<file path="config.mk">
export PLATFORM = sky130hd
export DESIGN_NAME = dma_csr_multi
export DESIGN_NICKNAME = d
export VERILOG_FILES = /design/src/rtl/dma_csr_multi.sv
export SDC_FILE = /design/constraint.sdc
export NUM_CORES = 1
export LEC_CHECK = 0
export CORE_UTILIZATION = 30
export DETAILED_ROUTE_END_ITERATION = 16
export MAX_ROUTING_LAYER = met4
export PLACE_DENSITY = 0.64
export REMOVE_ABC_BUFFERS = 1
export SETUP_SLACK_MARGIN = 0.2
export SYNTH_ARGS = -nofsm -noshare
export SYNTH_HDL_FRONTEND = slang
export SYNTH_SLANG_ARGS = --single-unit
</file>
<file path="constraint.sdc">
create_clock -name iClk -period 4.39 [get_ports iClk]
set_input_delay 0.6585 -clock iClk [delete_from_list [all_inputs] [get_ports iClk]]
set_output_delay 0.6585 -clock iClk [all_outputs]
set_load 0.01 [all_outputs]
</file>
<file path="src/rtl/dma_csr_multi.sv">
// Multi-channel DMA control/status register block with an Avalon-MM slave port.
// Each channel owns RDADDR/WRADDR/LENGTH/CONTROL/STATUS registers and a
// two-state IDLE/BUSY sequencer that launches and retires one transfer at a time.
module dma_csr_multi #(
    parameter  int NUM_CH  = 4,
    parameter  int LEN_W   = 24,
    localparam int CH_BITS = (NUM_CH > 1) ? $clog2(NUM_CH) : 1
) (
    input  logic                    iClk,
    input  logic                    iReset_n,
    input  logic                    iChipselect,
    input  logic                    iRead,
    input  logic                    iWrite,
    input  logic [CH_BITS+2:0]      iAddress,
    input  logic [31:0]             iWritedata,
    output logic [31:0]             oReaddata,
    output logic                    oIrq,
    output logic [NUM_CH*32-1:0]    oRM_startaddress,
    output logic [NUM_CH*32-1:0]    oWM_startaddress,
    output logic [NUM_CH*LEN_W-1:0] oLength,
    output logic [NUM_CH-1:0]       oStart,
    output logic [NUM_CH-1:0]       oAbort,
    input  logic [NUM_CH-1:0]       iWM_done,
    input  logic [NUM_CH-1:0]       iError
);

    typedef enum logic {ST_IDLE = 1'b0, ST_BUSY = 1'b1} state_t;

    localparam logic [2:0] REG_RDADDR  = 3'd0;
    localparam logic [2:0] REG_WRADDR  = 3'd1;
    localparam logic [2:0] REG_LENGTH  = 3'd2;
    localparam logic [2:0] REG_CONTROL = 3'd3;
    localparam logic [2:0] REG_STATUS  = 3'd4;

    state_t             state_q  [NUM_CH];
    logic [31:0]        rdaddr_q [NUM_CH];
    logic [31:0]        wraddr_q [NUM_CH];
    logic [LEN_W-1:0]   len_q    [NUM_CH];
    logic [NUM_CH-1:0]  ie_q;
    logic [NUM_CH-1:0]  done_q;
    logic [NUM_CH-1:0]  err_q;
    logic [NUM_CH-1:0]  abt_q;

    logic [CH_BITS-1:0] acc_ch;
    logic [2:0]         acc_reg;
    logic [NUM_CH-1:0]  wr_sel;
    logic [31:0]        rd_mux;

    // Split the word address and decode which channel (if any) a write targets
    always_comb begin
        acc_ch  = iAddress[CH_BITS+2:3];
        acc_reg = iAddress[2:0];
        wr_sel  = '0;
        for (int unsigned n = 0; n < NUM_CH; n++) begin
            wr_sel[n] = iChipselect & iWrite & (acc_ch == CH_BITS'(n));
        end
    end

    // Read multiplexer; channels beyond NUM_CH never match and read 0
    always_comb begin
        rd_mux = '0;
        for (int unsigned n = 0; n < NUM_CH; n++) begin
            if (acc_ch == CH_BITS'(n)) begin
                case (acc_reg)
                    REG_RDADDR:  rd_mux = rdaddr_q[n];
                    REG_WRADDR:  rd_mux = wraddr_q[n];
                    REG_LENGTH:  rd_mux[LEN_W-1:0] = len_q[n];
                    REG_CONTROL: rd_mux[1] = ie_q[n];
                    REG_STATUS:  rd_mux[3:0] = {abt_q[n], err_q[n], (state_q[n] == ST_BUSY), done_q[n]};
                    default:     rd_mux = '0;
                endcase
            end
        end
    end

    // Pack per-channel programming registers onto the flat master-facing buses
    always_comb begin
        oRM_startaddress = '0;
        oWM_startaddress = '0;
        oLength          = '0;
        for (int unsigned n = 0; n < NUM_CH; n++) begin
            oRM_startaddress[32*n +: 32]       = rdaddr_q[n];
            oWM_startaddress[32*n +: 32]       = wraddr_q[n];
            oLength[LEN_W*n +: LEN_W]          = len_q[n];
        end
    end

    // Register writes, W1C and the per-channel IDLE/BUSY sequencers
    always_ff @(posedge iClk or negedge iReset_n) begin
        if (!iReset_n) begin
            oStart <= '0;
            oAbort <= '0;
            ie_q   <= '0;
            done_q <= '0;
            err_q  <= '0;
            abt_q  <= '0;
            for (int unsigned n = 0; n < NUM_CH; n++) begin
                state_q[n]  <= ST_IDLE;
                rdaddr_q[n] <= '0;
                wraddr_q[n] <= '0;
                len_q[n]    <= '0;
            end
        end else begin
            oStart <= '0;
            oAbort <= '0;
            for (int unsigned n = 0; n < NUM_CH; n++) begin
                if (wr_sel[n]) begin
                    case (acc_reg)
                        REG_RDADDR:  if (state_q[n] == ST_IDLE) rdaddr_q[n] <= iWritedata;
                        REG_WRADDR:  if (state_q[n] == ST_IDLE) wraddr_q[n] <= iWritedata;
                        REG_LENGTH:  if (state_q[n] == ST_IDLE) len_q[n] <= iWritedata[LEN_W-1:0];
                        REG_CONTROL: ie_q[n] <= iWritedata[1];
                        REG_STATUS: begin
                            if (iWritedata[0]) done_q[n] <= 1'b0;
                            if (iWritedata[2]) err_q[n]  <= 1'b0;
                            if (iWritedata[3]) abt_q[n]  <= 1'b0;
                        end
                        default: ;
                    endcase
                end
                // Event handling follows the W1C so a same-cycle hardware set wins
                case (state_q[n])
                    ST_IDLE: begin
                        if (wr_sel[n] && acc_reg == REG_CONTROL && iWritedata[0] && !iWritedata[2]) begin
                            if (len_q[n] != '0) begin
                                oStart[n]  <= 1'b1;
                                state_q[n] <= ST_BUSY;
                                done_q[n]  <= 1'b0;
                                err_q[n]   <= 1'b0;
                                abt_q[n]   <= 1'b0;
                            end else begin
                                done_q[n] <= 1'b1;
                            end
                        end
                    end
                    ST_BUSY: begin
                        if (iError[n]) begin
                            err_q[n]   <= 1'b1;
                            state_q[n] <= ST_IDLE;
                        end else if (iWM_done[n]) begin
                            done_q[n]  <= 1'b1;
                            state_q[n] <= ST_IDLE;
                        end else if (wr_sel[n] && acc_reg == REG_CONTROL && iWritedata[2]) begin
                            oAbort[n]  <= 1'b1;
                            abt_q[n]   <= 1'b1;
                            state_q[n] <= ST_IDLE;
                        end
                    end
                    default: state_q[n] <= ST_IDLE;
                endcase
            end
        end
    end

    // Registered read data and interrupt level
    always_ff @(posedge iClk or negedge iReset_n) begin
        if (!iReset_n) begin
            oReaddata <= '0;
            oIrq      <= 1'b0;
        end else begin
            oReaddata <= (iChipselect & iRead) ? rd_mux : '0;
            oIrq      <= |(ie_q & (done_q | err_q | abt_q));
        end
    end

endmodule

</file>
**Word-level counts from Yosys, hierarchy flattened**

Cells that the tools add are included.

- Logic and storage cells: 254
- Output and inout port bits: 393
- Register bits: 413
- Input bits: 50

- Reductions and logical operators: 42
- Multiplexer cells: 165
- Bitwise gates (word level): 13
- Eq/ne operators: 7

Operator list:

| kind | count |
|---|---|
| case mux 20 bit (4 select lines) | 3 |
| two-way mux 32 bit | 5 |
| two-way mux 1 bit | 124 |
| nonzero test 24 bit | 4 |
| case mux 8 bit (3 select lines) | 3 |
| case mux 20 bit (3 select lines) | 1 |
| AND reduction 3 bit | 12 |
| case mux 1 bit (5 select lines) | 7 |
| case mux 1 bit (2 select lines) | 16 |
| case mux 2 bit (5 select lines) | 3 |
| logical AND 1 bit | 16 |
| case mux 8 bit (2 select lines) | 1 |
| bitwise OR 4 bit | 2 |
| case mux 2 bit (4 select lines) | 1 |
| AND reduction 2 bit | 4 |
| bitwise AND 1 bit | 6 |
| equality test 3 x 2 -> 1 bit, second input constant | 2 |
| bitwise AND 4 bit | 1 |
| equality test 2 bit, second input constant | 2 |
| inverter 1 bit | 4 |
| case mux 1 bit (4 select lines) | 1 |
| OR reduction 4 bit | 1 |
| equality test 3 x 1 -> 1 bit, second input constant | 1 |
| equality test 3 bit, second input constant | 1 |
| other kinds (6) | 6 |

**Depth between registers and ports, before layout**

- Depth after elaboration: 10
- Mapped depth: 8
- Mapped depth without buffers: 5

**Worst setup path before layout**

No wires, ideal clock.

- Path kind: input -> register
- From: input iAddress[2]
- To: register wraddr_q, in the netlist oWM_startaddress[22]
- Required time: 4265 ps
- Arrival time: 1926 ps
- Library setup time: 125 ps
- Path buffers: 1
- Stages on the path: 5
- Path slack: 2339 ps
- Cell sequence: and2b_1 > nand2b_2 > nor3_2 > buf_2 > mux2_2

- Word-level cells in the longest chain between the ends: 2

RTL lines:

| what | RTL line | source |
|---|---|---|
| start: declaration | 14 | `input logic [CH_BITS+2:0] iAddress,` |
| equality test 3 x 1 -> 1 bit | 108 | `case (acc_reg)` |
| AND reduction 3 bit (no line) | - |  |
| end signal: indexed assignment | 110 | `REG_WRADDR: if (state_q[n] == ST_IDLE) wraddr_q[n] <= iWritedata;` |
| end: declaration | 37 | `logic [31:0] wraddr_q [NUM_CH];` |

Every way passes these cells.
A chain may end at the register's enable or synchronous reset.

**Worst setup path in the final report**

- From: input iAddress[4]
- To: register wraddr_q, in the netlist oWM_startaddress[22]

- Word-level cells in the longest chain between the ends: 3

RTL lines:

| what | RTL line | source |
|---|---|---|
| logical NOT 2 bit | 55 | `wr_sel[n] = iChipselect & iWrite & (acc_ch == CH_BITS'(n));` |
| bitwise AND 1 bit | 55 |  |
| AND reduction 3 bit (no line) | - |  |

Every way passes these cells.

==> flow_summary.ini <==
[placed_design]
gp_congestion = 0.928
placed_area_mm2 = 0.0243
io_buffers = 442
dpl.hpwl_um = 53700

[clock_tree]
clkTransAtPathRegs_ns = 0.06
cts_root_buf = clkbuf_16
clock_latency_ns = 0.59
holdBufCountCts = 0
cts_resized = 0
clockBufferDepth = 3
cts_sinks = 413
post_cts_buffers = 0
cts_tree = yes
htreeDepth = 2
cts_made_buffers = 48

[outcome]
outcome = finished clean

[sta]
rsz0062_at_grt = no
finalHoldViolCount = 0
setup_violations = 0
clock_skew_ns = 0.0151
worstMarginPinSlew_ns = 1.02
fin_tns_setup_ns = 0
period_needed_ns = 2.85
slew_headroom_pct = 31.7
post-route-period-util_pct = 64.8
max_freq_ghz = 0.351
slew_viol_final = 0

[detailed_routing]
drc = 0
drt_iter0_drc = 1101
wl_per_cell_um = 28.0
dr_total_vias = 14700
wl_um = 76400
vias_per_cell = 5.38
antenna_left = 0
drt_pre_antenna_iters = 4

[layout]
multi_input_comb_area_mm2 = 0.00801
fillCellCount = 5820
drive_gt1_share_pct = 27.4
syn_to_final_growth_pct = 36.6
seq_area_mm2 = 0.0103
fin_nets = 1899
design_area_mm2 = 0.0259

[critical_path]
cpPeakStageDelay_ns = 0.78
criticalPathCategory = primary input to flip-flop
critPathMaxFanout = 20
critPathLaunchType = primary input
crit_chain = clkdlybuf4s50_1 -> nor2_1 -> nand3_2 -> nor3_4 -> buf_4 -> mux2_2
path_delay_family = buffers and inverters
cpMaxStageDelayCell = clkdlybuf4s50_1
path_buf_inv = 2
cp-end-kind = flip-flop
crit_required_ns = 4.85
critPathArrivalTime_ns = 3.31
reg2reg_slack_ns = 1.79

[yosys]
synth.top_cells.by_area = dfrtp_1, mux2_2, mux2i_1, a221oi_1, buf_4
ys_seq_elements = 413
yosysTopAreaCell = dfrtp_1
yosys.area.top_type_share_pct = 54.4
synthAdderAreaFrac_pct = 0
syn_area_mm2 = 0.0190
synth_edf_count = 0
synth-compound-area-share_pct = 9.28
synthFlopType = dfrtp_1
synth-seq-area-share_pct = 54.4
avgSynthCellArea_um2 = 13.4
ys.warnings.count = 0
async_flop_share_pct = 100
synth-xor-area-share_pct = 0
syn_inst = 1420
synth_common_cells = dfrtp_1, mux2_2, mux2i_1
yosys.area_share.simple_pct = 6.05
synth_top_family_by_area = multiplexers
synth_most_common_cell = dfrtp_1
synth.area.mux_share_pct = 26.6
synth_cell_types = 57

[floorplanning]
die_h_um = 254
initial_core_util_pct = 30.6
die_w_um = 254
io_pins = 443
die_area_mm2 = 0.0643
row_count = 91
core_area_mm2 = 0.0622

[run]
drv_cap = 0

[power_and_ir_drop]
pwr_density_cell_mw_per_mm2 = 433
leakagePower_nw = 11.3
power_mw = 11.2
ir_drop_v = 0.000275

[global_route]
grtUsageTotal_pct = 24.0
grt_pass1_vias = 15100
antenna_found_initial = 3
grt_max_degree = 109
grt_pass1_wl_um = 109000
grt_overflow = 0

[hold_path]
hp-class = primary input to asynchronous set/reset pin
## power by group
group / leakage (nW) / switching [mW] / internal [mW]
registers: 5.52 / 0.479 / 4.26
clock network: 0.797 / 1.68 / 2.45
logic: 4.94 / 1.07 / 1.27
total: 11.3 / 3.24 / 7.99
## cells by family (layout without fill, tap and decap cells)
| family | count (synthesis) | in the layout |
|---|---|---|
| buffers and inverters | 126 | 595 |
| muxes | 458 | 458 |
| and+or+nand+nor | 179 | 179 |
| DFF | 413 | 413 |
| AOI/OAI and AO/OA | 244 | 244 |
| other | 0 | 3 |
## cells in the final DEF, fill, tap and decap left out, types with 9 or more instances in the layout
master	synthesis	final
nand2_1	41	39
nor4_1	16	16
o2bb2ai_1	12	12
a211oi_1	17	17
mux2i_1	88	88
o31ai_1	9	9
mux2_2	347	347
nor3_1	27	27
clkbuf_16	0	49
o221ai_1	14	14
mux2_1	23	23
nor2_1	24	23
nor3_4	9	13
clkbuf_1	44	10
dfrtp_1	413	413
clkdlybuf4s50_1	0	438
clkbuf_8	0	13
buf_4	40	52
a21oi_1	28	28
nor3b_1	9	9
a22oi_1	11	11
o21ai_0	50	50
a22o_1	32	32
a221oi_1	40	40
inv_1	9	9
## final timing paths
kind,from,endpoint,cells after the start
worst max register to register,oLength[56]$_DFFE_PN0P_,state_q[1]$_DFF_PN0_,4
min in group iClk,oWM_startaddress[7]$_DFFE_PN0P_,oWM_startaddress[7]$_DFFE_PN0P_,1
worst min register to register,oWM_startaddress[7]$_DFFE_PN0P_,oWM_startaddress[7]$_DFFE_PN0P_,1
worst min-delay path,iReset_n,oLength[37]$_DFFE_PN0P_,1
worst max-delay path,iAddress[4],oWM_startaddress[22]$_DFFE_PN0P_,6
max in group asynchronous,iReset_n,oRM_startaddress[62]$_DFFE_PN0P_,2
## sequential cells by signal, summed over array words and instances, names as in the netlist
signal / cells
abt_q: 4
done_q: 4
err_q: 4
ie_q: 4
oAbort: 4
oIrq: 1
oLength: 96
oRM_startaddress: 128
oReaddata: 32
oStart: 4
oWM_startaddress: 128
state_q: 4
## worst reg2reg max path, cell delays in order, from the launching register on
cell and delay [ns]:
dfrtp_1 0.48, nor4_1 0.80, nand4_1 0.43, o311a_1 0.57, o21bai_1 0.20
## metal layers
layer | vias up | wire (um) | global-route usage [%]
li1 | 6212 | - | -
met1 | 7714 | 33100 | 31.7
met2 | 624 | 35300 | 36.4
met3 | 120 | 5900 | 6.11
met4 | 0 | 2060 | 6.73
met5 | - | 0 | -
## stage by stage
| step | hold WS [ns] | setup slack, ns | std cells | util [%] |
|---|---|---|---|---|
| 4_1_cts | 0.144 | 1.64 | 2726 | 41.7 |
| 6_report | 0.145 | 1.54 | 2729 | 41.7 |
| 3_3_place_gp | 0.497 | 1.05 | 2636 | 39.1 |
| 2_1_floorplan | 0.363 | 1.15 | 1303 | - |
| 3_5_place_dp | 0.504 | 1.02 | 2636 | 39.1 |
| 5_1_grt | 0.182 | 1.50 | 2729 | 41.7 |
## area by class of cell
class	instances	area share [%]
clock buffers	72	5.56
well taps	837	4.04
inverters	9	0.130
flip-flops and latches	413	39.8
repair buffers	496	18.8
clock inverters	18	0.733
diodes	3	0.0289
multi-input cells	881	30.9
Power figures use the tool's default switching activity.
